**src/rtl/codec_pkg.sv**
```systemverilog
// Shared constants and FSM encoding for the audio codec serial receive path.
package codec_pkg;

    localparam int SAMPLE_W_DEF = 16;

    typedef enum logic [1:0] {
        IDLE,
        SKIP,
        SHIFT,
        WAIT
    } state_t;

    localparam logic CH_LEFT  = 1'b0;
    localparam logic CH_RIGHT = 1'b1;

endpackage

```
**src/rtl/codec_adc_rx_if.sv**
```systemverilog
// Codec ADC serial pins plus the parallel sample bus produced from them.
interface codec_adc_rx_if #(
    parameter int SAMPLE_W = 16
);
    logic                AUD_BCLK;
    logic                AUD_ADCLRCK;
    logic                AUD_ADCDAT;
    logic [SAMPLE_W-1:0] left_out;
    logic [SAMPLE_W-1:0] right_out;
    logic                sample_valid;
    logic                frame_err;

    modport master (
        output AUD_BCLK, AUD_ADCLRCK, AUD_ADCDAT,
        input  left_out, right_out, sample_valid, frame_err
    );

    modport slave (
        input  AUD_BCLK, AUD_ADCLRCK, AUD_ADCDAT,
        output left_out, right_out, sample_valid, frame_err
    );
endinterface

```
**src/rtl/codec_sync_edge.sv**
```systemverilog
// N-flop synchronizer for an asynchronous clock-like input, with a one-cycle rise strobe.
module codec_sync_edge #(
    parameter int STAGES = 2
) (
    input  logic clk,
    input  logic rst_n,
    input  logic din,
    output logic rise
);
    logic [STAGES-1:0] chain;
    logic              prev;

    always_ff @(posedge clk or negedge rst_n) begin
        if (!rst_n) begin
            chain <= '0;
            prev  <= 1'b0;
        end else begin
            chain <= {chain[STAGES-2:0], din};
            prev  <= chain[STAGES-1];
        end
    end

    assign rise = chain[STAGES-1] & ~prev;
endmodule

```
**src/rtl/codec_adc_rx.sv**
```systemverilog
// Codec ADC deserializer: I2S or left-justified serial stream to paired 16-bit L/R samples
// in the clk_50 domain.
module codec_adc_rx
    import codec_pkg::*;
#(
    parameter int SAMPLE_W    = SAMPLE_W_DEF,
    parameter int I2S_MODE    = 1,
    parameter int SYNC_STAGES = 2
) (
    input  logic           clk_50,
    input  logic           ar,
    codec_adc_rx_if.slave  aud
);
    localparam int CNT_W = $clog2(SAMPLE_W + 1);

    logic                   bclk_rise;
    logic [SYNC_STAGES-1:0] lr_sync;
    logic [SYNC_STAGES-1:0] dat_sync;
    logic                   lr;
    logic                   dat;

    state_t                 state;
    logic [CNT_W-1:0]       cnt;
    logic [SAMPLE_W-1:0]    shreg;
    logic [SAMPLE_W-1:0]    left_hold;
    logic                   left_done;
    logic                   channel;
    logic                   lr_prev;
    logic                   primed;

    logic [SAMPLE_W-1:0]    left_q;
    logic [SAMPLE_W-1:0]    right_q;
    logic                   valid_q;
    logic                   err_q;

    logic                   lr_edge;
    logic                   last_bit;
    logic                   word_done;
    logic                   cut_short;
    logic [SAMPLE_W-1:0]    next_word;

    codec_sync_edge #(
        .STAGES (SYNC_STAGES)
    ) u_bclk_sync (
        .clk   (clk_50),
        .rst_n (ar),
        .din   (aud.AUD_BCLK),
        .rise  (bclk_rise)
    );

    always_ff @(posedge clk_50 or negedge ar) begin
        if (!ar) begin
            lr_sync  <= '0;
            dat_sync <= '0;
        end else begin
            lr_sync  <= {lr_sync[SYNC_STAGES-2:0], aud.AUD_ADCLRCK};
            dat_sync <= {dat_sync[SYNC_STAGES-2:0], aud.AUD_ADCDAT};
        end
    end

    assign lr        = lr_sync[SYNC_STAGES-1];
    assign dat       = dat_sync[SYNC_STAGES-1];
    // First rise after reset only learns the current LRCK level, so a reset never fakes an edge.
    assign lr_edge   = primed && (lr != lr_prev);
    assign last_bit  = (state == SHIFT) && (cnt == CNT_W'(SAMPLE_W - 1));
    assign next_word = {shreg[SAMPLE_W-2:0], dat};

    // In I2S the bit on the LRCK-edge rise still belongs to the old word when it is exactly one short.
    always_comb begin
        word_done = 1'b0;
        cut_short = 1'b0;
        if (bclk_rise) begin
            if (lr_edge) begin
                if (last_bit && (I2S_MODE != 0))
                    word_done = 1'b1;
                else if (state == SHIFT)
                    cut_short = 1'b1;
            end else if (last_bit) begin
                word_done = 1'b1;
            end
        end
    end

    always_ff @(posedge clk_50 or negedge ar) begin
        if (!ar) begin
            state     <= IDLE;
            cnt       <= '0;
            shreg     <= '0;
            left_hold <= '0;
            left_done <= 1'b0;
            channel   <= CH_LEFT;
            lr_prev   <= 1'b0;
            primed    <= 1'b0;
            left_q    <= '0;
            right_q   <= '0;
            valid_q   <= 1'b0;
            err_q     <= 1'b0;
        end else begin
            valid_q <= 1'b0;
            err_q   <= 1'b0;
            if (bclk_rise) begin
                lr_prev <= lr;
                primed  <= 1'b1;

                if (word_done) begin
                    if (channel == CH_LEFT) begin
                        left_hold <= next_word;
                        left_done <= 1'b1;
                    end else if (channel == CH_RIGHT && left_done) begin
                        left_q    <= left_hold;
                        right_q   <= next_word;
                        valid_q   <= 1'b1;
                        left_done <= 1'b0;
                    end
                end

                if (cut_short) begin
                    err_q <= 1'b1;
                    if (channel == CH_LEFT)
                        left_done <= 1'b0;
                end

                if (lr_edge) begin
                    channel <= lr;
                    if (I2S_MODE != 0) begin
                        state <= SKIP;
                        cnt   <= '0;
                    end else begin
                        state <= SHIFT;
                        shreg <= next_word;
                        cnt   <= CNT_W'(1);
                    end
                end else begin
                    case (state)
                        SKIP: begin
                            shreg <= next_word;
                            cnt   <= CNT_W'(1);
                            state <= SHIFT;
                        end
                        SHIFT: begin
                            shreg <= next_word;
                            cnt   <= cnt + CNT_W'(1);
                            if (last_bit)
                                state <= WAIT;
                        end
                        default: ;
                    endcase
                end
            end
        end
    end

    assign aud.left_out     = left_q;
    assign aud.right_out    = right_q;
    assign aud.sample_valid = valid_q;
    assign aud.frame_err    = err_q;
endmodule

```
**src/flat_wrapper.sv**
```systemverilog
// flat-port wrapper written by rule: the top's interface ports become plain ports
module codec_adc_rx_flat import codec_pkg::*;
#(
    parameter int SAMPLE_W    = SAMPLE_W_DEF,
    parameter int I2S_MODE    = 1,
    parameter int SYNC_STAGES = 2
)
  (clk_50, ar, aud_AUD_BCLK, aud_AUD_ADCLRCK, aud_AUD_ADCDAT, aud_left_out, aud_right_out, aud_sample_valid, aud_frame_err);
  codec_adc_rx_if #(.SAMPLE_W(SAMPLE_W)) aud_i ();
  input  logic clk_50;
  input  logic ar;
  input wire logic [$bits(aud_i.AUD_BCLK)-1:0] aud_AUD_BCLK;
  input wire logic [$bits(aud_i.AUD_ADCLRCK)-1:0] aud_AUD_ADCLRCK;
  input wire logic [$bits(aud_i.AUD_ADCDAT)-1:0] aud_AUD_ADCDAT;
  output wire logic [$bits(aud_i.left_out)-1:0] aud_left_out;
  output wire logic [$bits(aud_i.right_out)-1:0] aud_right_out;
  output wire logic [$bits(aud_i.sample_valid)-1:0] aud_sample_valid;
  output wire logic [$bits(aud_i.frame_err)-1:0] aud_frame_err;
  assign aud_i.AUD_BCLK = aud_AUD_BCLK;
  assign aud_i.AUD_ADCLRCK = aud_AUD_ADCLRCK;
  assign aud_i.AUD_ADCDAT = aud_AUD_ADCDAT;
  assign aud_left_out = aud_i.left_out;
  assign aud_right_out = aud_i.right_out;
  assign aud_sample_valid = aud_i.sample_valid;
  assign aud_frame_err = aud_i.frame_err;
  codec_adc_rx #(.SAMPLE_W(SAMPLE_W), .I2S_MODE(I2S_MODE), .SYNC_STAGES(SYNC_STAGES)) u_core (.clk_50(clk_50), .ar(ar), .aud(aud_i));
endmodule
```
**config.mk**
```make
export PLATFORM = sky130hd
export DESIGN_NAME = codec_adc_rx_flat
export DESIGN_NICKNAME = d
export VERILOG_FILES = /design/src/rtl/codec_pkg.sv /design/src/rtl/codec_adc_rx_if.sv /design/src/rtl/codec_sync_edge.sv /design/src/rtl/codec_adc_rx.sv /design/src/flat_wrapper.sv
export SDC_FILE = /design/constraint.sdc
export NUM_CORES = 1
export LEC_CHECK = 0
export CELL_PAD_IN_SITES_DETAIL_PLACEMENT = 1
export CELL_PAD_IN_SITES_GLOBAL_PLACEMENT = 1
export CORE_AREA = 2 2 79 111
export CTS_CLUSTER_DIAMETER = 80
export CTS_CLUSTER_SIZE = 24
export DETAILED_ROUTE_END_ITERATION = 8
export DIE_AREA = 0 0 81 113
export GPL_TIMING_DRIVEN = 0
export PLACE_DENSITY_LB_ADDON = 0.1
export SLEW_MARGIN = 20
export SYNTH_ARGS = -nofsm -noshare
export SYNTH_HDL_FRONTEND = slang
export SYNTH_HIERARCHICAL = 1
export SYNTH_SLANG_ARGS = --single-unit
```
**constraint.sdc**
```tcl
create_clock -name clk_50 -period 1.77 [get_ports clk_50]
set_input_delay 0.4425 -clock clk_50 [delete_from_list [all_inputs] [get_ports clk_50]]
set_output_delay 0.4425 -clock clk_50 [all_outputs]
set_load 0.02 [all_outputs]
```
**Word level (Yosys, flattened, before mapping)**

Cells that the tools add are included.

- $add $sub $neg: 1
- Equality and inequality tests: 5
- Mux-type cells: 22
- Reductions and logical operators: 11
- Bitwise operators: 4

Operators with widths:

| kind | number |
|---|---|
| $mux W1 | 17 |
| $pmux W5 S2 | 1 |
| $reduce_and A3 Y1 | 3 |
| $add A5 B1 Y5 const B | 1 |
| $eq A5 B4 Y1 const B | 1 |
| $mux W5 | 1 |
| $mux W2 | 2 |
| $pmux W2 S2 | 1 |
| $reduce_and A2 Y1 | 2 |
| $reduce_and A4 Y1 | 1 |
| $logic_and A1 B1 Y1 | 3 |
| $ne A3 B1 Y1 const B | 1 |
| $not A1 Y1 | 3 |
| $reduce_bool A3 Y1 | 1 |
| $eq A2 B1 Y1 const B | 1 |
| $eq A2 B2 Y1 const B | 1 |
| $reduce_or A2 Y1 | 1 |
| $and A1 B1 Y1 | 1 |
| $ne A1 B1 Y1 | 1 |

- Word-level logic and storage cells: 59
- Bits of input ports: 5
- Output and inout bits: 34
- Register bits after elaboration: 83

**Longest topological paths before layout**

Gate-level depths: netlist of run 1.

- Word-level depth: 7
- Mapped depth: 8
- Mapped depth without buffers: 6

**Hierarchy**

Netlist of run 1, hierarchy kept.

By module, submodules not included:

| module | sequential area each (µm²) | cells an instance | times used | area each (µm²) |
|---|---|---|---|---|
| codec_adc_rx | 2001.9 | 208 | 1 | 3173.0 |
| codec_sync_edge | 75.1 | 4 | 1 | 88.8 |

**Least setup slack after synthesis of run 1**

OpenSTA, ideal clock, no wires.

- Path type: register to register
- Start point: register u_core.cnt[0]
- End point: register u_core.left_hold[10]
- Library setup time: 0.125 ns
- Path buffers: 2
- Path slack: -0.170 ns
- Clock period less this slack: 1.940 ns
- Arrival: 1.815 ns
- Required time: 1.645 ns
- Stages on the path, launching flop included: 9
- Cells stage by stage: dfrtp_1 > ha_1 > and3_1 > ha_1 > nand3_1 > or2_1 > buf_2 > buf_6 > mux2_2

- Longest elaborated chain between the ends: 5

RTL lines:

| what | RTL line | RTL |
|---|---|---|
| start: declaration | codec_adc_rx.sv:23 | `logic [CNT_W-1:0] cnt;` |
| start signal: assignment | codec_adc_rx.sv:142 | `cnt <= cnt + CNT_W'(1);` |
| $eq A5 B4 Y1 | codec_adc_rx.sv:65 | `assign last_bit = (state == SHIFT) && (cnt == CNT_W'(SAMPLE_W - 1));` |
| $logic_and A1 B1 Y1 | codec_adc_rx.sv:65 |  |
| $mux W1 | codec_adc_rx.sv:74, codec_adc_rx.sv:78 |  |
| $mux W1 | codec_adc_rx.sv:72 | `if (bclk_rise) begin` |
| $reduce_and A3 Y1 (no source line) | - |  |
| end signal: assignment | codec_adc_rx.sv:107 | `left_hold <= next_word;` |
| end: declaration | codec_adc_rx.sv:25 | `logic [SAMPLE_W-1:0] left_hold;` |

Every way passes these cells.
A chain may end at the register's enable or synchronous reset.

**Final worst setup path of run 1**

- Start point: register u_core.cnt[1]
- End point: register u_core.left_hold[8]

The elaborated chain is that of the path after synthesis.

==> impl_metrics.toml, run 1 <==
[status]
outcome = "finished with violations"
violations = "negative setup slack"

[worst_setup_path]
regToRegSetupSlack_ps = -40
max_stage_delay_ps = 360
critPathRequiredTime_ps = 1990
cpMaxStageDelayCell = "dfrtp_1"
path_cells = "ha_2 -> and3_4 -> ha_4 -> nand3_4 -> or2_4 -> clkbuf_16 -> mux2_2"
timing.rr.start = "u_core/cnt[1]$_DFFE_PN0P_"
crit_path_end_kind = "register"
cp-start-kind = "register"
startpoint = "u_core/cnt[1]$_DFFE_PN0P_"
arrival_ps = 2030
critPathMaxFanout = 5
crit_type = "register to register"

[floorplanning]
rows = 39
core_sq_um = 8100
die_h_um = 113
die_area_sq_um = 9150
dieWidth_um = 81
ios = 39
initial_utilization_pct = 40.3

[routing]
dr.pass1.iters = 4
routed_wl_mm = 6.60
drc = 0
routed_via_density = 5.13
ant_nets = 0
wl_per_cell_um = 17.6
num_vias = 1919
drtIter0Drc = 73

[logic_synthesis]
syn_nets = 221
yosys_most_used_dff = "dfrtp_1"
yosysWarningCount = 6
ys_ff_latch = 83
synth_area_sq_um = 3260
ys_types = 33
async_flop_share_pct = 100
syn_avg_cell_area_sq_um = 15.4
ys_seq_area_share_pct = 63.7
synthCells = 212
synth-edff-count = 0

[clock_network]
clock_latency_ps = 330
clock-sinks = 83
ctsLongestPathBuffers = 2
cts_root_buffer = "clkbuf_16"
cts_buffers = 9
postCtsHoldBufs = 0
cts_tree = "yes"
path_clk_slew_ps = 50
h-tree-depth = 3

[grt]
grt_max_degree = 51
grt_usage_pct = 16.5
antenna_found_initial = 0
grt_pass1_wl_mm = 11.2
grt_pass1_vias = 2153
grt-ovfl-total = 0

[power]
fin_total_pwr_uw = 4280
p_switching_uw = 1060
power_switching_share_pct = 24.8
seq_power_share_pct = 50.1
peakVddDrop_mv = 0.704
power_leakage_uw = 0.00227
p_int_uw = 3220
pwr-share-comb_pct = 13.3
p_per_area_nw_per_um2 = 977
pwr-share-clk_pct = 36.6

[timing]
setup_viol = 44
finalHoldViolCount = 0
rsz0062_at_grt = "yes"
fin_skew_ps = 5.24
fin_tns_setup_ps = -1040
drv_slew = 0
min_period_ps = 1810
min_period_over_period_pct = 102
worst_pin_slew_ps = 650
clock.fmax_mhz = 552
layout_setup_ws_ps = -42.9
relSlewSlack_pct = 56.7

[cells_and_area]
area_growth_syn_to_layout_pct = 34.4
layout-drive-gt1-share_pct = 39.0
antenna_cells = 0
num-nets-final = 280
final_area_sq_um = 4380
fill_cells = 823

[placement]
portBuffers = 38
dp_slack_ps = -346
place_area_sq_um = 3830
gp_congestion = 0.801
dp_hpwl_mm = 4.17

[run]
maxCapViolCount = 0

[hold_path]
holdCritPathClass = "input pin to async pin"
worst paths after layout:
| path | to | cells after the start |
|---|---|---|
| min | u_core/aud.left_out[2]$_DFFE_PN0P_ | 1 |
| max in group asynchronous | u_core/aud.left_out[10]$_DFFE_PN0P_ | 2 |
| max reg2reg | u_core/left_hold[8]$_DFFE_PN0P_ | 7 |
| min reg2reg | u_core/lr_sync[1]$_DFF_PN0_ | 0 |
| max | u_core/left_hold[8]$_DFFE_PN0P_ | 7 |
| min in group clk_50 | u_core/lr_sync[1]$_DFF_PN0_ | 0 |
synth_stat cells (2+ instances only):
library cell	number	area, sq um
a311o_1	2	20.0
nor2b_1	2	12.5
inv_1	7	26.3
nor3_1	3	15.0
a22oi_1	2	15.0
mux2_2	66	743
and3_1	2	12.5
nand3_1	2	10.0
nand2_1	6	22.5
buf_6	2	22.5
dfrtp_1	83	2080
a21oi_1	4	20.0
buf_2	5	25.0
ha_1	4	50.1
nor2_1	4	15.0
metal layers:
| layer | global-route usage (%) | vias up | routed length, um |
|---|---|---|---|
| li1 | - | 865 | - |
| met3 | 4.63 | 10 | 260 |
| met2 | 26.3 | 30 | 3400 |
| met5 | 0 | - | 0 |
| met1 | 20.1 | 1014 | 2780 |
| met4 | 9.04 | 0 | 159 |
timing repair:
item,4_1_cts,5_1_grt
gates cloned,1,1
buffers inserted,7,1
endpoints found under the setup margin,62,62
resized for setup,45,15
pin swaps,4,2
per-stage QoR:
step,std cells,utilization (%),hold WS (ps)
final,374,54.1,148
after global routing,374,54.1,191
after CTS,373,53.5,162
after detailed placement,353,47.2,336
after global placement,352,47.0,333
after floorplan,212,-,147
critical path: cells and delay by family, from the launching register on:
family,cells,cell delay (ps)
multiplexers,1,260
AND/OR/NAND/NOR,3,570
adder cells (fa/ha/maj),2,340
flip-flops,1,360
buffers and inverters,1,170
power by group through the flow:
stage	Combinational, uW	Clock, uW	Sequential [uW]
3_3_place_gp	498	0	2180
4_1_cts	575	1630	2150
2_1_floorplan	374	0	2150
3_5_place_dp	520	0	2190
5_1_grt	634	1710	2170
6_report	569	1570	2150
cells in the final DEF (no fill, tap or decap), types with 3 or more instances in the layout:
cell             instances
a21oi_1                  4
buf_12                   6
buf_4                    6
clkbuf_16               10
clkdlybuf4s50_1         23
dfrtp_1                 83
dlygate4sd2_1            3
dlymetal6s2s_1          11
inv_1                    7
mux2_2                  38
mux2_4                  28
nand2_1                  6
nor2_1                   4
nor3_1                   3
area by class of cell:
class	instances	area, sq um	share of cell area (%)
flip-flops and latches	83	2080	47.4
repair buffers	49	567	12.9
clock buffers	11	233	5.31
plain buffers	7	96.3	2.20
inverters	7	26.3	0.599
clock inverters	1	5.00	0.114
multi-input cells	114	1250	28.6
well taps	102	128	2.91
cells by family after synthesis:
| group | synth area share (%) |
|---|---|
| DFF | 63.7 |
| adders and majority gates | 1.53 |
| muxes | 23.1 |
| and+or+nand+nor | 4.07 |
| AOI/OAI and AO/OA | 4.49 |
| buffers and inverters | 2.38 |
| xor gates and xnor gates | 0.767 |
sequential cells by signal (all words and copies together), names as in the netlist, 2 cells and up:
signal / cells
u_core/aud.left_out: 16
u_core/aud.right_out: 16
u_core/cnt: 5
u_core/dat_sync: 2
u_core/left_hold: 16
u_core/lr_sync: 2
u_core/shreg: 15
u_core/state: 2
u_core/u_bclk_sync/chain: 2
Power figures use the tool's default switching activity.
==> run 2: changes to the inputs <==
--- a/config.mk
+++ b/config.mk
@@ -7,11 +7,12 @@
 export LEC_CHECK = 0
 export CELL_PAD_IN_SITES_DETAIL_PLACEMENT = 1
 export CELL_PAD_IN_SITES_GLOBAL_PLACEMENT = 1
-export CORE_AREA = 2 2 79 111
+export CORE_AREA = 2 2 77 109
+export CTS_BUF_LIST = sky130_fd_sc_hd__clkbuf_2
 export CTS_CLUSTER_DIAMETER = 80
 export CTS_CLUSTER_SIZE = 24
 export DETAILED_ROUTE_END_ITERATION = 8
-export DIE_AREA = 0 0 81 113
+export DIE_AREA = 0 0 79 111
 export GPL_TIMING_DRIVEN = 0
 export PLACE_DENSITY_LB_ADDON = 0.1
 export SLEW_MARGIN = 20
@@ -19,3 +20,4 @@
 export SYNTH_HDL_FRONTEND = slang
 export SYNTH_HIERARCHICAL = 1
 export SYNTH_SLANG_ARGS = --single-unit
+export TNS_END_PERCENT = 10
==> impl_metrics.toml, run 2 (synthesized netlist as in run 1, its figures left out) <==
[timing]
finalHoldViolCount = 0
min_period_ps = 1860
relSlewSlack_pct = 62.5
drv_slew = 0
fin_skew_ps = 22.8
rsz0062_at_grt = "yes"
clock.fmax_mhz = 536
min_period_over_period_pct = 105
worst_pin_slew_ps = 563
setup_viol = 48
layout_setup_ws_ps = -94.5

[grt]
grt-ovfl-total = 0
grt_usage_pct = 16.6
grt_max_degree = 44
grt_pass1_vias = 2040
grt_pass1_wl_mm = 10.9
antenna_found_initial = 0

[clock_network]
cts_tree = "yes"
cts_buffers = 9
cts_root_buffer = "clkbuf_2"
h-tree-depth = 3
ctsLongestPathBuffers = 2
clock_latency_ps = 520
clock-sinks = 83
path_clk_slew_ps = 200

[worst_setup_path]
arrival_ps = 2280
crit_type = "register to register"
critPathRequiredTime_ps = 2180
rr_endpoint = "u_core/aud.right_out[8]$_DFFE_PN0P_"
timing.rr.start = "u_core/cnt[0]$_DFFE_PN0P_"
cp-start-kind = "register"
regToRegSetupSlack_ps = -90
reg2reg_depth = 7
critPathMaxFanout = 10
crit_path_end_kind = "register"

[routing]
routed_wl_mm = 6.51
routed_via_density = 5.00
ant_nets = 0
wl_per_cell_um = 17.1
dr.pass1.iters = 4
drtIter0Drc = 56
drc = 0
num_vias = 1904

[cells_and_area]
final_util_pct = 52.6
fill_cells = 808
antenna_cells = 0
num-nets-final = 284
final_common_cell = "dfrtp_1"
area_growth_syn_to_layout_pct = 27.5
final_area_sq_um = 4160
ff_latch_area_sq_um = 2080
layout-drive-gt1-share_pct = 41.2
final_cell_mix = "dfrtp_1 (83), mux2_2 (47), clkdlybuf4s15_1 (22)"
multi_input_area_sq_um = 1230

[power]
power_leakage_uw = 0.00207
p_per_area_nw_per_um2 = 888
peakVddDrop_mv = 0.655
fin_total_pwr_uw = 3690

[hold_path]
hold_end = "u_core/dat_sync[0]$_DFF_PN0_"
holdCritPathClass = "input pin to register"
whs_path_depth = 1
hold_start = "aud_AUD_ADCDAT"

[floorplanning]
rows = 39
die_area_sq_um = 8770
core_sq_um = 7910
die_h_um = 111
dieWidth_um = 79
initial_utilization_pct = 41.3
ios = 39

[status]
violations = "negative setup slack"
outcome = "finished with violations"

[placement]
dp_hpwl_mm = 4.10
portBuffers = 38
dp_slack_ps = -340
gp_congestion = 0.776
place_area_sq_um = 3830

[run]
maxCapViolCount = 0
-- run 2: cell count changes in the layout (fill, tap and decap cells not counted), sizes merged --
cell,delta
clkdlybuf4s15,+23
clkdlybuf4s50,-20
dlymetal6s2s,-11
dlygate4sd2,+6
buf,+4
clkinv,+2
bufinv,+1
clkbuf,+1
dlygate4sd3,+1
-- run 2: report_power, final --
part	internal [uW]	switching (uW)	total [uW]	leakage, uW
clock	320	604	924	0.0000669
sequential	2030	119	2150	0.00112
combinational	316	310	625	0.000878
-- run 2: area by class of cell --
class                   instances  area share, %
plain buffers                   6           1.50
clock buffers                  11           1.32
clock inverters                 4           1.02
inverters                       7          0.632
multi-input cells             114           29.5
flip-flops and latches         83           49.9
well taps                     102           3.07
repair buffers                 54           13.0
-- run 2: worst max-delay path by stage --
stage	cells after the start	slack (ps)	end	startpoint
after floorplan	8	-30	u_core/left_hold[10]$_DFFE_PN0P_	u_core/cnt[0]$_DFFE_PN0P_
after global placement	1	-2790	u_core/aud.left_out[9]$_DFFE_PN0P_	ar
after detailed placement	7	-340	u_core/aud.right_out[1]$_DFFE_PN0P_	u_core/cnt[0]$_DFFE_PN0P_
after CTS	5	-150	u_core/shreg[8]$_DFFE_PN0P_	u_core/u_bclk_sync/prev$_DFF_PN0_
after global routing	7	-200	u_core/aud.right_out[7]$_DFFE_PN0P_	u_core/cnt[1]$_DFFE_PN0P_
final	7	-90	u_core/aud.right_out[8]$_DFFE_PN0P_	u_core/cnt[0]$_DFFE_PN0P_
-- run 2: stage by stage --
| stage | TNS [ps] | cells | hold WS (ps) |
|---|---|---|---|
| after global placement | -241360 | 352 | 332 |
| after CTS | -4210 | 379 | 292 |
| final | -2780 | 381 | 345 |
| after global routing | -7600 | 381 | 297 |
| after detailed placement | -12530 | 353 | 336 |
| after floorplan | -909 | 212 | 147 |
-- run 2: layer usage --
layer  part of all wire [%]  GRT usage, %  vias to the layer above
met3                    3.0          3.09                       10
met4                    1.9          8.62                        0
met2                     50          25.5                       32
met5                      0             0                        -
met1                     45          22.3                      987
li1                       -             -                      875
-- run 2: timing repair --
item / 4_1_cts / 5_1_grt
buffers inserted: 8 / 4
endpoints found under the setup margin: 93 / 87
hold buffers: 1 / 0
pin swaps: 2 / 3
gates cloned: 2 / 1
resized for setup: 62 / 39
hold endpoints to repair: 42 / 0
-- run 2: worst max-delay path, cell delays in order, from the launching register on --
cell and delay (ps):
dfrtp_1 400, ha_2 190, and3_4 190, ha_4 150, nand3_4 70, nor2_4 230, buf_6 200, mux2_2 340
==> run 3: changes to the inputs <==
--- a/config.mk
+++ b/config.mk
@@ -5,15 +5,17 @@
 export SDC_FILE = /design/constraint.sdc
 export NUM_CORES = 1
 export LEC_CHECK = 0
+export ABC_AREA = 1
 export CELL_PAD_IN_SITES_DETAIL_PLACEMENT = 1
 export CELL_PAD_IN_SITES_GLOBAL_PLACEMENT = 1
-export CORE_AREA = 2 2 77 109
+export CORE_AREA = 2 2 80 113
 export CTS_BUF_LIST = sky130_fd_sc_hd__clkbuf_2
 export CTS_CLUSTER_DIAMETER = 80
 export CTS_CLUSTER_SIZE = 24
 export DETAILED_ROUTE_END_ITERATION = 8
-export DIE_AREA = 0 0 79 111
+export DIE_AREA = 0 0 82 115
 export GPL_TIMING_DRIVEN = 0
+export HOLD_SLACK_MARGIN = 0.12
 export PLACE_DENSITY_LB_ADDON = 0.1
 export SLEW_MARGIN = 20
 export SYNTH_ARGS = -nofsm -noshare
==> impl_metrics.toml, run 3 <==
[hold_path]
holdCritPathClass = "input pin to register"
hold_start = "aud_AUD_ADCLRCK"

[worst_setup_path]
cp-start-kind = "register"
critPathTopFamily = "flip-flops"
crit_path_end_kind = "register"
timing.rr.start = "u_core/cnt[0]$_DFFE_PN0P_"
crit_end = "u_core/aud.right_out[10]$_DFFE_PN0P_"
max_stage_delay_ps = 450
path_cells = "ha_2 -> nand2_2 -> nor2_2 -> ha_2 -> nand3_4 -> inv_2 -> nand3_2 -> buf_6 -> buf_6 -> nand2_1 -> o21ai_2"
cpMaxStageDelayCell = "dfrtp_1"
critPathRequiredTime_ps = 2200
regToRegSetupSlack_ps = -40
crit_type = "register to register"
cp_num_cells = 11
reg2reg_depth = 11
rr_endpoint = "u_core/aud.right_out[10]$_DFFE_PN0P_"
critPathMaxFanout = 10
startpoint = "u_core/cnt[0]$_DFFE_PN0P_"
crit_buf_inv = 3
arrival_ps = 2240

[grt]
grt_max_degree = 44
grt-ovfl-total = 0
grt_pass1_vias = 2437
antenna_found_initial = 0
grt_pass1_wl_mm = 11.7
grt_usage_pct = 16.7

[timing]
clock.fmax_mhz = 553
setup_viol = 31
drv_slew = 0
min_period_over_period_pct = 102
finalHoldViolCount = 0
rsz0062_at_grt = "yes"
fin_skew_ps = 22.3
worst_pin_slew_ps = 552
fin_tns_setup_ps = -437
holdWs_ps = 337
min_period_ps = 1810
relSlewSlack_pct = 63.2
layout_setup_ws_ps = -37.8

[logic_synthesis]
ys_types = 23
ys_ff_latch = 83
syn_nets = 336
synthCells = 327
yosysWarningCount = 6
synth_area_sq_um = 3310
yosys_most_used_dff = "dfrtp_1"
async_flop_share_pct = 100
yosys.area.top_type_share_pct = 62.8
synth.most_common_cell = "nand2_1"
yosysTopAreaCell = "dfrtp_1"
synth.area.top_cells = "dfrtp_1 (63%), nand2_1 (12%), o21ai_2 (5.6%)"
syn_avg_cell_area_sq_um = 10.1
ys_seq_area_share_pct = 62.8
synth-edff-count = 0
synth_common_cells = "nand2_1 (105), dfrtp_1 (83), inv_1 (35)"

[routing]
num_vias = 2343
wl_per_cell_um = 14.4
dr.pass1.iters = 4
routed_via_density = 4.73
routed_wl_mm = 7.12
drtIter0Drc = 82
ant_nets = 0
drc = 0

[placement]
portBuffers = 38
dp_slack_ps = -172
dp_hpwl_mm = 4.80
gp_congestion = 0.719

[floorplanning]
die_area_sq_um = 9430
rows = 40
initial_utilization_pct = 39.3
die_h_um = 115
core_sq_um = 8410
ios = 39
dieWidth_um = 82

[run]
maxCapViolCount = 0

[power]
p_per_area_nw_per_um2 = 824
p_switching_uw = 984
seq_power_share_pct = 63.6
power_switching_share_pct = 30.1
peakVddDrop_mv = 0.394
pwr-share-comb_pct = 13.1
p_int_uw = 2280
power_leakage_uw = 0.00193
pwr-share-clk_pct = 23.3

[cells_and_area]
layout-drive-gt1-share_pct = 21.5
antenna_cells = 0
multi_input_area_sq_um = 1010
ff_latch_area_sq_um = 2080
area_growth_syn_to_layout_pct = 19.8
final_cell_mix = "nand2_1 (103), dfrtp_1 (83), inv_1 (35)"
fill_cells = 985
final_common_cell = "nand2_1"
num-nets-final = 395

[status]
violations = "negative setup slack"
outcome = "finished with violations"

[clock_network]
cts_root_buffer = "clkbuf_2"
clock-sinks = 83
h-tree-depth = 3
cts_tree = "yes"
cts_buffers = 9
clock_latency_ps = 530
path_clk_slew_ps = 190
ctsLongestPathBuffers = 2
-- run 3: layer usage --
metal  share of wire, %  GRT usage (%)  up-vias
met1                 41           20.0     1162
li1                   -              -     1141
met2                 54           28.2       32
met5                  0              0        -
met4                1.6           8.33        0
met3                2.9           3.45        8
-- run 3: cells by family (layout without fill, tap and decap cells) --
kind of cell | after synthesis | count (layout) | share of synthesized area, %
compound gates | 61 | 61 | 11.6
xor+xnor | 1 | 1 | 0.265
fa+ha+maj | 4 | 4 | 1.51
buf+inv | 50 | 113 | 7.38
flops | 83 | 83 | 62.8
simple gates | 128 | 128 | 16.5
-- run 3: area by class of cell --
class                   instances  share of cell area, %
flip-flops and latches         83                   52.4
multi-input cells             194                   25.4
repair buffers                 48                   10.5
inverters                      38                   3.76
well taps                     105                   3.31
plain buffers                  12                   2.90
clock buffers                   9                   1.14
clock inverters                 6                  0.600
-- run 3: timing repair --
item | CTS | global route
gates cloned | 0 | 2
hold buffers | 1 | 0
setup endpoints to repair | 83 | 77
hold endpoints to repair | 40 | 0
resized for setup | 46 | 46
pin swaps | 0 | 3
buffers inserted | 2 | 4
-- run 3: worst reg2reg max path, delay by kind of cell, from the launching register on --
family,cells,cell delay [ps]
AOI/OAI and AO/OA,1,60
adders and majority gates,2,430
and+or+nand+nor,5,400
DFF,1,450
buffers and inverters,3,390
-- run 3: power groups by stage --
stage                     Sequential [uW]  Clock, uW  Combinational, uW
final                                2080        763                428
after global routing                 2090        884                503
after CTS                            2080        811                443
after detailed placement             2110          0                432
after global placement               2110          0                411
after floorplan                      2090          0                284
-- run 3: worst min path at each step --
stage,end,slack [ps],cells after the start
global route,u_core/dat_sync[0]$_DFF_PN0_,270,1
floorplan,u_core/aud.frame_err$_DFF_PN0_,150,0
CTS,u_core/dat_sync[0]$_DFF_PN0_,260,1
detailed placement,u_core/u_bclk_sync/chain[1]$_DFF_PN0_,340,0
finish,u_core/lr_sync[0]$_DFF_PN0_,340,1
global placement,u_core/dat_sync[1]$_DFF_PN0_,340,0
-- run 3: stage by stage --
| stage | total power [uW] | utilization, % | area, sq um | std cells |
|---|---|---|---|---|
| 5_1_grt | 3480 | 47.1 | 3960 | 495 |
| 3_5_place_dp | 2540 | 45.7 | 3840 | 471 |
| 3_3_place_gp | 2520 | 45.4 | 3820 | 470 |
| 6_report | 3270 | 47.1 | 3960 | 495 |
| 2_1_floorplan | 2380 | - | 3310 | 327 |
| 4_1_cts | 3330 | 46.6 | 3920 | 489 |
